### src/rtl/systolic_ctrl.sv
// systolic_ctrl: clears, feeds (diagonally skewed), drains and reads out a DIM x DIM systolic MAC array.
// Define SA_CTRL_ACCUM_EN to honour `accum` (start with accum skips CLEAR and adds onto the existing C).
module systolic_ctrl #(
    parameter int BITS_AB = 8,
    parameter int BITS_C  = 16,
    parameter int DIM     = 8
) (
    input  logic                        clk,
    input  logic                        rst_n,
    input  logic                        start,
    input  logic                        accum,
    output logic                        busy,
    output logic                        done,
    output logic                        mem_rd_en,
    output logic [$clog2(DIM)-1:0]      mem_rd_addr,
    input  logic [DIM-1:0][BITS_AB-1:0] A_mem,
    input  logic [DIM-1:0][BITS_AB-1:0] B_mem,
    output logic [DIM-1:0][BITS_AB-1:0] sa_A,
    output logic [DIM-1:0][BITS_AB-1:0] sa_B,
    output logic                        sa_en,
    output logic                        sa_WrEn,
    output logic [$clog2(DIM)-1:0]      sa_Crow,
    output logic [DIM-1:0][BITS_C-1:0]  sa_Cin,
    output logic                        c_valid,
    input  logic                        c_ready,
    output logic [$clog2(DIM)-1:0]      c_row
);

    localparam int RW = $clog2(DIM);
    localparam int CW = $clog2(3 * DIM);
    localparam bit DIM_POW2 = (DIM & (DIM - 1)) == 0;
    localparam logic [CW-1:0] LAST_K     = CW'(DIM - 1);
    localparam logic [CW-1:0] LAST_DRAIN = CW'(2 * DIM - 2);
    localparam logic [RW-1:0] LAST_ROW   = RW'(DIM - 1);

    typedef enum logic [2:0] {
        S_IDLE,
        S_CLEAR,
        S_FEED,
        S_DRAIN,
        S_READ
    } state_t;

    state_t        state, state_next;
    logic [CW-1:0] phase;
    logic [RW-1:0] row, row_inc;
    logic          done_set;
    logic          rd_valid;
    logic          start_accum;

`ifdef SA_CTRL_ACCUM_EN
    assign start_accum = accum;
`else
    logic unused_accum;
    assign unused_accum = accum;
    assign start_accum  = 1'b0;
`endif

    // Row index: free-running wrap is exact only for power-of-two DIM.
    always_comb begin
        row_inc = row + RW'(1);
        if (!DIM_POW2 && row == LAST_ROW) row_inc = '0;
    end

    always_ff @(posedge clk or negedge rst_n) begin
        if (!rst_n) begin
            state    <= S_IDLE;
            phase    <= '0;
            row      <= '0;
            done     <= 1'b0;
            rd_valid <= 1'b0;
        end else begin
            // NOTE: state registers use non-blocking assignments so every flop samples pre-edge values.
            state    <= state_next;
            phase    <= (state_next != state) ? '0 : phase + CW'(1);
            done     <= done_set;
            rd_valid <= mem_rd_en;
            if (state != S_READ) row <= '0;
            else if (c_ready)    row <= row_inc;
        end
    end

    always_comb begin
        // NOTE: every output gets a default first so no path through the case infers a latch.
        state_next  = state;
        busy        = 1'b1;
        mem_rd_en   = 1'b0;
        mem_rd_addr = '0;
        sa_en       = 1'b0;
        sa_WrEn     = 1'b0;
        sa_Crow     = '0;
        c_valid     = 1'b0;
        done_set    = 1'b0;
        case (state)
            S_IDLE: begin
                busy = 1'b0;
                // The cycle carrying `done` still looks IDLE, but a start there is dropped.
                if (start && !done) state_next = start_accum ? S_FEED : S_CLEAR;
            end
            S_CLEAR: begin
                sa_WrEn = 1'b1;
                sa_Crow = phase[RW-1:0];
                if (phase == LAST_K) state_next = S_FEED;
            end
            S_FEED: begin
                mem_rd_en   = 1'b1;
                mem_rd_addr = phase[RW-1:0];
                sa_en       = 1'b1;
                if (phase == LAST_K) state_next = S_DRAIN;
            end
            S_DRAIN: begin
                sa_en = 1'b1;
                if (phase == LAST_DRAIN) state_next = S_READ;
            end
            S_READ: begin
                c_valid = 1'b1;
                sa_Crow = row;
                if (c_ready && row == LAST_ROW) begin
                    state_next = S_IDLE;
                    done_set   = 1'b1;
                end
            end
            default: state_next = S_IDLE;
        endcase
    end

    assign c_row  = sa_Crow;
    assign sa_Cin = '0;

    // Memory data is only trusted the cycle after a read strobe; otherwise lanes carry zero.
    logic [DIM-1:0][BITS_AB-1:0] a_cap, b_cap;
    assign a_cap = rd_valid ? A_mem : '0;
    assign b_cap = rd_valid ? B_mem : '0;

    assign sa_A[0] = a_cap[0];
    assign sa_B[0] = b_cap[0];

    for (genvar i = 1; i < DIM; i++) begin : g_skew
        logic [BITS_AB-1:0] a_dl [i];
        logic [BITS_AB-1:0] b_dl [i];

        always_ff @(posedge clk or negedge rst_n) begin
            if (!rst_n) begin
                for (int s = 0; s < i; s++) begin
                    a_dl[s] <= '0;
                    b_dl[s] <= '0;
                end
            end else begin
                a_dl[0] <= a_cap[i];
                b_dl[0] <= b_cap[i];
                for (int s = 1; s < i; s++) begin
                    a_dl[s] <= a_dl[s-1];
                    b_dl[s] <= b_dl[s-1];
                end
            end
        end

        assign sa_A[i] = a_dl[i-1];
        assign sa_B[i] = b_dl[i-1];
    end

endmodule

### config.mk
export PLATFORM = sky130hd
export DESIGN_NAME = systolic_ctrl
export DESIGN_NICKNAME = d
export VERILOG_FILES = /design/src/rtl/systolic_ctrl.sv
export SDC_FILE = /design/constraint.sdc
export NUM_CORES = 1
export LEC_CHECK = 0
export ABC_AREA = 0
export ABC_CLOCK_PERIOD_IN_PS = 1880
export CAP_MARGIN = 20
export CORE_MARGIN = 5
export CORE_UTILIZATION = 45
export DETAILED_ROUTE_END_ITERATION = 10
export GPL_TIMING_DRIVEN = 1
export PLACE_DENSITY_LB_ADDON = 0.1
export SYNTH_ARGS = -nofsm -noshare
export SYNTH_HDL_FRONTEND = slang
export SYNTH_SLANG_ARGS = --single-unit
### constraint.sdc
create_clock -name clk -period 1.88 [get_ports clk]
set_input_delay 0.188 -clock clk [delete_from_list [all_inputs] [get_ports clk]]
set_output_delay 0.188 -clock clk [all_outputs]
set_load 0.05 [all_outputs]
==> flow_metrics.py, run 1 <==
metrics = {
    "run_status": {
        "outcome": "finished with violations",
        "violations": "setup timing",
    },
    "sta": {
        "finalHoldViolCount": 0,
        "timing.final.crit_share_pct": 103,
        "finClkSkew_ns": 0.0114,
        "fin_crit_ns": 1.94,
        "max_freq_mhz": 516,
        "tightest_slew_ns": 0.581,
        "setup_tns_ns": -0.467,
        "drv_slew": 0,
        "finalSetupViolCount": 11,
        "rsz0062_at_grt": "yes",
        "slew_headroom_pct": 61.4,
        "setup_ws_ns": -0.0586,
    },
    "clocking": {
        "clockBufferDepth": 3,
        "cts_tree": "built",
        "cts_root_buffer": "clkbuf_16",
        "cts_sinks": 461,
        "cts_made_buffers": 44,
        "htreeDepth": 2,
        "insertion_delay_ns": 0.52,
        "cts.clk_slew.worst_paths_ns": 0.06,
    },
    "synth": {
        "ys_seq_area_share_pct": 78.6,
        "synthDominantCellAreaShare_pct": 78.6,
        "synthMostInstantiatedCell": "dfrtp_1",
        "ys_warn_count": 0,
        "netlist_instances": 911,
        "synthTopCellsByCount": "dfrtp_1 (461), buf_4 (244), and2_1 (130)",
        "syn_area_mm2": 0.0147,
        "synth_edf_count": 0,
        "syn_avg_cell_area_um2": 16.1,
        "yosys_register_bits": 461,
        "synth_top_cell_by_area": "dfrtp_1",
        "synthTopCellsByArea": "dfrtp_1 (79%), buf_4 (12%), and2_1 (5.5%), clkbuf_1 (0.38%), ha_1 (0.34%)",
        "ys.flop_type": "dfrtp_1",
        "synth.distinct_cells": 32,
        "ys_async_sr_fraction_pct": 100,
    },
    "worst_setup_path": {
        "crit_type": "flip-flop to primary output",
        "r2r_cells": 6,
        "required_ns": 1.69,
        "start_kind": "flip-flop",
        "arrival_ns": 1.75,
        "startpoint": "state[2]",
        "rr_startpoint": "phase[0]",
        "crit_fanout": 5,
        "end_kind": "primary output",
    },
    "detailed_routing": {
        "drc": 0,
        "wl_per_cell_um": 14.8,
        "vias": 6371,
        "first_pass_iters": 4,
        "routed_wl_mm": 23.8,
        "ant_nets": 0,
        "drt_iter0_markers": 256,
        "viasPerCell": 3.96,
    },
    "run": {
        "maxCapViolations": 0,
    },
    "final_layout": {
        "fin_area_mm2": 0.0188,
        "fillers": 2541,
        "area_growth_pct": 28.0,
        "fin_cells": 1608,
        "drive_above_1_share_pct": 13.8,
        "nets": 1271,
    },
    "pwr": {
        "p_per_area_mw_per_mm2": 1310,
        "p_int_mw": 17.9,
        "pwr-share-comb_pct": 19.1,
        "power.switching_mw": 6.81,
        "p_sw_share_pct": 27.6,
        "power_frac_seq_pct": 46.1,
        "clockPowerShare_pct": 34.9,
        "total_power_mw": 24.7,
        "p_leak_nw": 10.5,
        "ir_worst_vdd_mv": 1.33,
    },
    "die": {
        "rows": 66,
        "die_w_um": 191,
        "die-area_mm2": 0.0363,
        "fp.dieH_um": 191,
        "core_area_mm2": 0.0324,
        "boundaryPins": 404,
        "start_util_pct": 45.4,
    },
    "global_route": {
        "grt_overflow": 0,
        "antenna_found_initial": 6,
        "top_usage_layer": "met2",
        "grt_pass1_wl_mm": 36.5,
        "grt_pass1_vias": 6626,
        "grtUsageMet3_pct": 5.82,
        "globalRouteTotalUtil_pct": 12.8,
        "grt_start_max_net_pins": 69,
        "use_met1_pct": 16.1,
        "met2_usage_pct": 20.1,
    },
    "place": {
        "dp_cells": 1510,
        "dp_hpwl_mm": 15.6,
        "portBuffers": 274,
        "dpl-instance-area_mm2": 0.0170,
        "dp_slack_ns": 0.200,
        "place.gp.congestion": 0.734,
    },
    "min_path": {
        "hp-class": "input pin to async pin",
    },
}
==> cell usage in the layout (no fill, tap or decap), types with 2 or more instances in the layout <==
cell type and count:
bufinv_16 3, buf_16 2, ha_1 4, buf_6 7, nor2_1 8, clkbuf_1 8
nor3_1 3, xnor2_1 2, a22oi_1 2, dlygate4sd2_1 47, and2_4 5, xor2_1 2
clkbuf_16 45, mux2i_1 4, clkbuf_8 10, inv_6 3, dfrtp_2 2, nor3b_4 2
conb_1 128, buf_12 29, clkdlybuf4s50_1 152, a22o_4 3, clkinvlp_4 2, buf_4 27
buf_8 5, and2_1 125, dfrtp_1 458, inv_1 3, dlymetal6s2s_1 41, clkinv_2 7
nand2_1 4, nand3_1 5
==> path summary, 6_finish.rpt <==
path	slack [ns]	endpoint
max	-0.06	mem_rd_addr[2]
min	0.17	g_skew[6].b_dl[30]
max reg2reg	0.24	phase[1]
min reg2reg	0.34	g_skew[5].a_dl[23]
max in group asynchronous	0.99	g_skew[7].b_dl[27]
min in group clk	0.24	g_skew[2].a_dl[11]
==> per-stage QoR <==
| step | hold WS (ns) | util (%) |
|---|---|---|
| 2_1_floorplan | -0.108 | - |
| 3_3_place_gp | 0.136 | 52.5 |
| 3_5_place_dp | 0.141 | 52.5 |
| 4_1_cts | 0.187 | 57.5 |
| 5_1_grt | 0.203 | 58.1 |
| 6_report | 0.175 | 58.1 |
==> power by group through the flow <==
| stage | logic, mW | clock network (mW) | registers [mW] |
|---|---|---|---|
| after CTS | 4.67 | 8.94 | 11.4 |
| after global routing | 4.97 | 9.38 | 11.5 |
| after floorplan | 3.21 | 0 | 11.6 |
| after detailed placement | 4.36 | 0 | 11.6 |
| final | 4.71 | 8.60 | 11.4 |
| after global placement | 4.34 | 0 | 11.5 |
==> worst max-delay path, cell delays in order, from the launching register on <==
cell and delay (ns):
dfrtp_2 0.45, buf_6 0.14, nor3b_4 0.29, and2_4 0.22, buf_12 0.13
==> flip-flops by register name (all words and copies together) (netlist names) <==
register / flops
rd_valid: 1
sa_A: 48
state: 3
phase: 5
sa_B: 48
g_skew.b_dl: 176
done: 1
row: 3
g_skew.a_dl: 176
==> kinds of logic (layout without fill, tap and decap cells) <==
group | Yosys count | count (layout) | synth area share [%]
xor+xnor | 4 | 4 | 0.239
simple gates | 161 | 161 | 6.82
mux | 4 | 4 | 0.273
flops | 461 | 461 | 78.6
compound gates | 11 | 11 | 0.665
fa+ha+maj | 4 | 4 | 0.341
other cells | 1 | 129 | 0.0255
buf+inv | 265 | 392 | 13.1
==> layout make-up <==
cell class                 count  area, um^2  share of cell area, %
inverter                       4        18.8                 0.0998
clock inverter                14         159                  0.845
multi-input combinational    312        1780                   9.48
clock buffer                  63        1290                   6.88
antenna                        1        2.50                 0.0133
timing repair buffer         311        3450                   18.3
tap                          442         553                   2.94
sequential                   461       11500                   61.4
==> repair_timing <==
item,in CTS,in global routing
pin swaps,5,4
hold endpoints to repair,102,0
gates resized for setup,70,46
hold buffers,1,0
setup endpoints to repair,75,57
buffers inserted,16,3
==> layer usage <==
layer | routed length [um] | vias to the layer above | share of wire [%]
met5 | 78 | - | 0.33
met4 | 427 | 10 | 1.8
met3 | 2610 | 45 | 11
met2 | 11600 | 290 | 49
met1 | 9050 | 3141 | 38
li1 | - | 2885 | -
(Power assumes the default switching activity.)
==> run 2: changes to the inputs <==
--- a/config.mk
+++ b/config.mk
@@ -11,7 +11,7 @@
 export CORE_MARGIN = 5
 export CORE_UTILIZATION = 45
 export DETAILED_ROUTE_END_ITERATION = 10
-export GPL_TIMING_DRIVEN = 1
+export GPL_TIMING_DRIVEN = 0
 export PLACE_DENSITY_LB_ADDON = 0.1
 export SYNTH_ARGS = -nofsm -noshare
 export SYNTH_HDL_FRONTEND = slang
==> constraint.sdc (replaced) <==
create_clock -name clk -period 1.88 [get_ports clk]
set_input_delay 0.376 -clock clk [delete_from_list [all_inputs] [get_ports clk]]
set_output_delay 0.376 -clock clk [all_outputs]
set_load 0.05 [all_outputs]
==> flow_metrics.py, run 2 (synthesis results as in run 1) <==
metrics = {
    "die": {
        "fp.dieH_um": 191,
        "rows": 66,
        "core_area_mm2": 0.0324,
        "boundaryPins": 404,
        "die_w_um": 191,
        "die-area_mm2": 0.0363,
        "start_util_pct": 45.4,
    },
    "detailed_routing": {
        "vias": 7110,
        "drt_iter0_markers": 366,
        "first_pass_iters": 5,
        "ant_nets": 0,
        "drc": 0,
        "routed_wl_mm": 25.3,
        "viasPerCell": 3.84,
        "wl_per_cell_um": 13.7,
    },
    "run_status": {
        "violations": "setup timing",
        "outcome": "finished with violations",
    },
    "global_route": {
        "globalRouteTotalUtil_pct": 13.9,
        "grt_pass1_vias": 7290,
        "grt_overflow": 0,
        "antenna_found_initial": 5,
        "grt_pass1_wl_mm": 39.8,
        "grt_start_max_net_pins": 131,
    },
    "final_layout": {
        "nets": 1512,
        "reg_top3": "g_skew.a_dl: 176 flops, g_skew.b_dl: 176 flops",
        "seqCellArea_mm2": 0.0115,
        "layout_common_cells": "dfrtp_1 (461), buf_4 (250), clkdlybuf4s50_1 (129), conb_1 (128), and2_1 (112)",
        "fin_cells": 1850,
        "drive_above_1_share_pct": 33.0,
        "mostFrequentLayoutCell": "dfrtp_1",
        "fillers": 2431,
        "multi_input_area_mm2": 0.00182,
        "area_growth_pct": 38.7,
        "final_core_util_pct": 62.9,
    },
    "sta": {
        "drv_slew": 0,
        "hold_slack_ns": 0.207,
        "finClkSkew_ns": 0.0172,
        "slew_headroom_pct": 53.4,
        "tightest_slew_ns": 0.699,
        "finalSetupViolCount": 24,
        "fin_crit_ns": 2.19,
        "rsz0062_at_grt": "yes",
        "max_freq_mhz": 456,
        "timing.final.crit_share_pct": 117,
        "finalHoldViolCount": 0,
        "setup_ws_ns": -0.312,
    },
    "place": {
        "place.gp.congestion": 0.741,
        "portBuffers": 273,
        "dp_hpwl_mm": 17.3,
        "dp_cells": 1756,
    },
    "worst_setup_path": {
        "reg2reg_to": "phase[2]",
        "r2r_cells": 5,
        "slowest_stage": "dfrtp_1",
        "crit_fanout": 5,
        "required_ns": 1.50,
        "crit_chain": "buf_6 -> nor2_4 -> nand2_4 -> clkinvlp_4 -> a22o_4 -> buf_8 -> buf_8",
        "arrival_ns": 1.82,
        "rr_startpoint": "phase[1]",
        "max_stage_delay_ns": 0.36,
        "end_kind": "primary output",
        "crit_type": "flip-flop to primary output",
        "start_kind": "flip-flop",
        "rrSetupSlack_ns": 0.17,
        "cpMostUsedCell": "buf_8",
    },
    "clocking": {
        "insertion_delay_ns": 0.53,
        "cts_root_buffer": "clkbuf_16",
        "cts_tree": "built",
        "htreeDepth": 2,
        "cts.clk_slew.worst_paths_ns": 0.06,
        "clockBufferDepth": 3,
        "cts_made_buffers": 45,
        "cts_sinks": 461,
    },
    "min_path": {
        "hp-start": "c_ready",
        "hold_end": "done",
        "hold_path_depth": 3,
        "hp-class": "input pin to flip-flop",
    },
    "pwr": {
        "ir_worst_vdd_mv": 0.922,
        "total_power_mw": 25.5,
        "p_leak_nw": 11.0,
        "p_per_area_mw_per_mm2": 1250,
    },
    "run": {
        "maxCapViolations": 0,
    },
}
run 2: how the worst max path moves through the flow:
stage,start,end,slack (ns),depth (start not counted)
3_5_place_dp,rd_valid,sa_A[6],-1.25,5
2_1_floorplan,state[0],mem_rd_addr[1],-0.09,3
4_1_cts,state[0],sa_Crow[0],-0.36,7
5_1_grt,state[0],sa_Crow[0],-0.41,7
6_report,state[0],sa_Crow[0],-0.31,7
3_3_place_gp,rst_n,sa_A[26],-18.98,1
run 2: cell type report:
type / count / share of cell area [%]
clock buffer: 60 / 6.10
tap: 442 / 2.72
clock inverter: 19 / 1.25
antenna: 1 / 0.0123
sequential: 461 / 56.7
timing repair buffer: 307 / 15.0
buffer: 244 / 9.27
multi-input combinational: 312 / 8.93
inverter: 4 / 0.0922
run 2: worst max-delay path: cells and delay by family, from the launching register on:
family	cells	cell delay, ns
buf+inv	4	0.52
compound gates	1	0.29
simple gates	2	0.10
flops	1	0.36
run 2: layer usage:
metal  global-route usage, %  vias up  wire (um)
met1                    17.0     3397       9480
met4                    3.76        6        522
li1                        -     3362          -
met3                    5.66       52       2670
met5                       0        -         47
met2                    23.3      293      12600
run 2: report_power, final:
| group | leakage (nW) | total, mW | switching (mW) | internal (mW) |
|---|---|---|---|---|
| combinational | 3.86 | 5.27 | 3.18 | 2.09 |
| clock | 0.730 | 8.88 | 3.53 | 5.36 |
| sequential | 6.38 | 11.4 | 0.358 | 11.0 |
run 2: what timing repair did:
| item | in CTS | in global routing |
|---|---|---|
| hold buffers | 1 | 0 |
| pin swaps | 4 | 7 |
| buffers inserted | 29 | 5 |
| resized for setup | 460 | 91 |
| endpoints found under the hold margin | 90 | 0 |
| endpoints found under the setup margin | 151 | 91 |
run 2: through the flow:
stage / TNS (ns) / instance area (um^2) / setup slack (ns)
3_3_place_gp: -8746.92 / 18500 / -18.98
6_report: -3.47 / 20400 / -0.312
5_1_grt: -5.48 / 20400 / -0.410
3_5_place_dp: -17.84 / 18600 / -1.25
2_1_floorplan: -0.319 / 15200 / -0.0928
4_1_cts: -4.88 / 20400 / -0.358
==> run 3: changes to the inputs <==
--- a/config.mk
+++ b/config.mk
@@ -6,7 +6,7 @@
 export NUM_CORES = 1
 export LEC_CHECK = 0
 export ABC_AREA = 0
-export ABC_CLOCK_PERIOD_IN_PS = 1880
+export ABC_CLOCK_PERIOD_IN_PS = 2200
 export CAP_MARGIN = 20
 export CORE_MARGIN = 5
 export CORE_UTILIZATION = 45
==> constraint.sdc (replaced) <==
create_clock -name clk -period 2.2 [get_ports clk]
set_input_delay 0.44 -clock clk [delete_from_list [all_inputs] [get_ports clk]]
set_output_delay 0.44 -clock clk [all_outputs]
set_load 0.05 [all_outputs]
==> flow_metrics.py, run 3 (synthesis results as in run 1) <==
metrics = {
    "sta": {
        "setup_ws_ns": -0.0894,
        "finalSetupViolCount": 4,
        "tightest_slew_ns": 0.600,
        "max_freq_mhz": 437,
        "drv_slew": 0,
        "rsz0062_at_grt": "yes",
        "timing.final.crit_share_pct": 104,
        "setup_tns_ns": -0.304,
        "fin_crit_ns": 2.29,
        "slew_headroom_pct": 60.0,
        "finalHoldViolCount": 0,
        "finClkSkew_ns": 0.0158,
        "hold_slack_ns": 0.290,
    },
    "place": {
        "dp_hpwl_mm": 16.3,
        "portBuffers": 273,
        "place.gp.congestion": 0.739,
        "dpl-instance-area_mm2": 0.0186,
    },
    "pwr": {
        "power_frac_seq_pct": 45.8,
        "pwr-share-comb_pct": 20.1,
        "p_sw_share_pct": 27.6,
        "p_per_area_mw_per_mm2": 1050,
        "ir_worst_vdd_mv": 0.911,
        "power.switching_mw": 5.85,
        "clockPowerShare_pct": 34.1,
        "p_leak_nw": 11.5,
        "p_int_mw": 15.3,
        "total_power_mw": 21.2,
    },
    "clocking": {
        "insertion_delay_ns": 0.52,
        "clockBufferDepth": 3,
        "cts_root_buffer": "clkbuf_16",
        "cts.clk_slew.worst_paths_ns": 0.06,
        "cts_sinks": 461,
        "htreeDepth": 2,
        "cts_tree": "built",
        "cts_made_buffers": 45,
    },
    "die": {
        "die_w_um": 191,
        "core_area_mm2": 0.0324,
        "die-area_mm2": 0.0363,
        "rows": 66,
        "fp.dieH_um": 191,
        "boundaryPins": 404,
        "start_util_pct": 45.4,
    },
    "worst_setup_path": {
        "crit_family": "buffers and inverters",
        "crit_type": "flip-flop to primary output",
        "max_stage_delay_ns": 0.38,
        "arrival_ns": 1.85,
        "end_kind": "primary output",
        "crit_chain": "buf_6 -> nor2_4 -> nand2_2 -> clkinvlp_4 -> a22o_4 -> buf_6 -> buf_8",
        "cpMostUsedCell": "buf_6",
        "crit_fanout": 5,
        "required_ns": 1.76,
        "slowest_stage": "dfrtp_1",
        "start_kind": "flip-flop",
        "path_buf_inv": 4,
        "rrSetupSlack_ns": 0.57,
    },
    "global_route": {
        "antenna_found_initial": 3,
        "grt_start_max_net_pins": 123,
        "grt_overflow": 0,
        "globalRouteTotalUtil_pct": 13.0,
        "grt_pass1_vias": 7213,
        "grt_pass1_wl_mm": 37.5,
    },
    "final_layout": {
        "fillers": 2501,
        "reg_top3": "g_skew.a_dl: 176 flops, g_skew.b_dl: 176 flops",
        "final_core_util_pct": 62.3,
        "mostFrequentLayoutCell": "dfrtp_1",
        "seqCellArea_mm2": 0.0115,
        "diodes": 0,
        "area_growth_pct": 37.4,
        "layout_common_cells": "dfrtp_1 (461), buf_4 (263), clkdlybuf4s50_1 (148), and2_1 (128), conb_1 (128)",
        "multi_input_area_mm2": 0.00177,
        "fin_area_mm2": 0.0202,
        "drive_above_1_share_pct": 27.1,
        "nets": 1512,
    },
    "detailed_routing": {
        "drc": 0,
        "first_pass_iters": 4,
        "routed_wl_mm": 23.8,
        "vias": 7069,
        "drt_iter0_markers": 252,
        "viasPerCell": 3.83,
        "ant_nets": 0,
        "wl_per_cell_um": 12.9,
    },
    "run": {
        "maxCapViolations": 0,
    },
    "min_path": {
        "hp-class": "input pin to flip-flop",
    },
    "run_status": {
        "outcome": "finished with violations",
        "violations": "setup timing",
    },
}
## run 3: changes by cell type in the layout (fill, tap and decap cells not counted), moves of 25 or more
cell | previous run | this run
buf_8 | 31 | 6
clkbuf_2 | 35 | 1
clkdlybuf4s15_1 | 27 | 0
clkdlybuf4s15_2 | 29 | 1
dlygate4sd2_1 | 22 | 62
dlymetal6s2s_1 | 0 | 32
## run 3: per-stage QoR
| step | instances | setup WS (ns) |
|---|---|---|
| after floorplan | 1038 | -0.0348 |
| after global placement | 1753 | -18.62 |
| after detailed placement | 1757 | -0.764 |
| after CTS | 1839 | -0.0956 |
| after global routing | 1847 | -0.163 |
| final | 1847 | -0.0894 |
## run 3: what timing repair did
item / 4_1_cts / 5_1_grt
pin swaps: 5 / 3
gates resized for setup: 245 / 65
endpoints found under the setup margin: 92 / 60
hold buffers: 1 / 0
endpoints found under the hold margin: 78 / 0
setup buffers: 4 / 8
cloned: 0 / 0
## run 3: area by class of cell
type	instances	share of cell area [%]
Sequential cell	461	57.2
Multi-Input combinational cell	312	8.76
Buffer	261	9.81
Timing Repair Buffer	290	14.4
Inverter	4	0.0930
Tap cell	442	2.74
Clock buffer	61	6.18
Clock inverter	16	0.806
## run 3: routing by layer
| metal | vias up | share of wire (%) | track usage, % |
|---|---|---|---|
| met3 | 54 | 9.4 | 5.00 |
| met4 | 6 | 2.8 | 4.45 |
| met5 | - | 0.14 | 0 |
| li1 | 3360 | - | - |
| met1 | 3375 | 38 | 15.9 |
| met2 | 274 | 49 | 21.2 |
## run 3: final timing paths
path | depth (start not counted) | start | endpoint
max reg2reg | 5 | phase[1] | phase[4]
max | 7 | state[0] | sa_Crow[0]
max in group asynchronous | 4 | rst_n | g_skew[7].b_dl[11]
min reg2reg | 0 | g_skew[5].b_dl[28] | g_skew[5].b_dl[20]
min in group asynchronous | 2 | rst_n | g_skew[3].a_dl[15]
min | 3 | c_ready | done
## run 3: worst reg2reg max path: stages, from the launching register on
cell,delay [ns]
dfrtp_1,0.45
ha_1,0.24
nor4bb_4,0.42
a22oi_1,0.16
o221ai_2,0.14
nor2_1,0.09
## run 3: power groups by stage
| stage | logic, mW | clock network [mW] | registers (mW) |
|---|---|---|---|
| after global routing | 4.51 | 7.84 | 9.81 |
| after detailed placement | 4.12 | 0 | 9.86 |
| after CTS | 4.18 | 7.48 | 9.71 |
| after floorplan | 2.72 | 0 | 9.89 |
| after global placement | 4.07 | 0 | 9.87 |
| final | 4.26 | 7.23 | 9.70 |
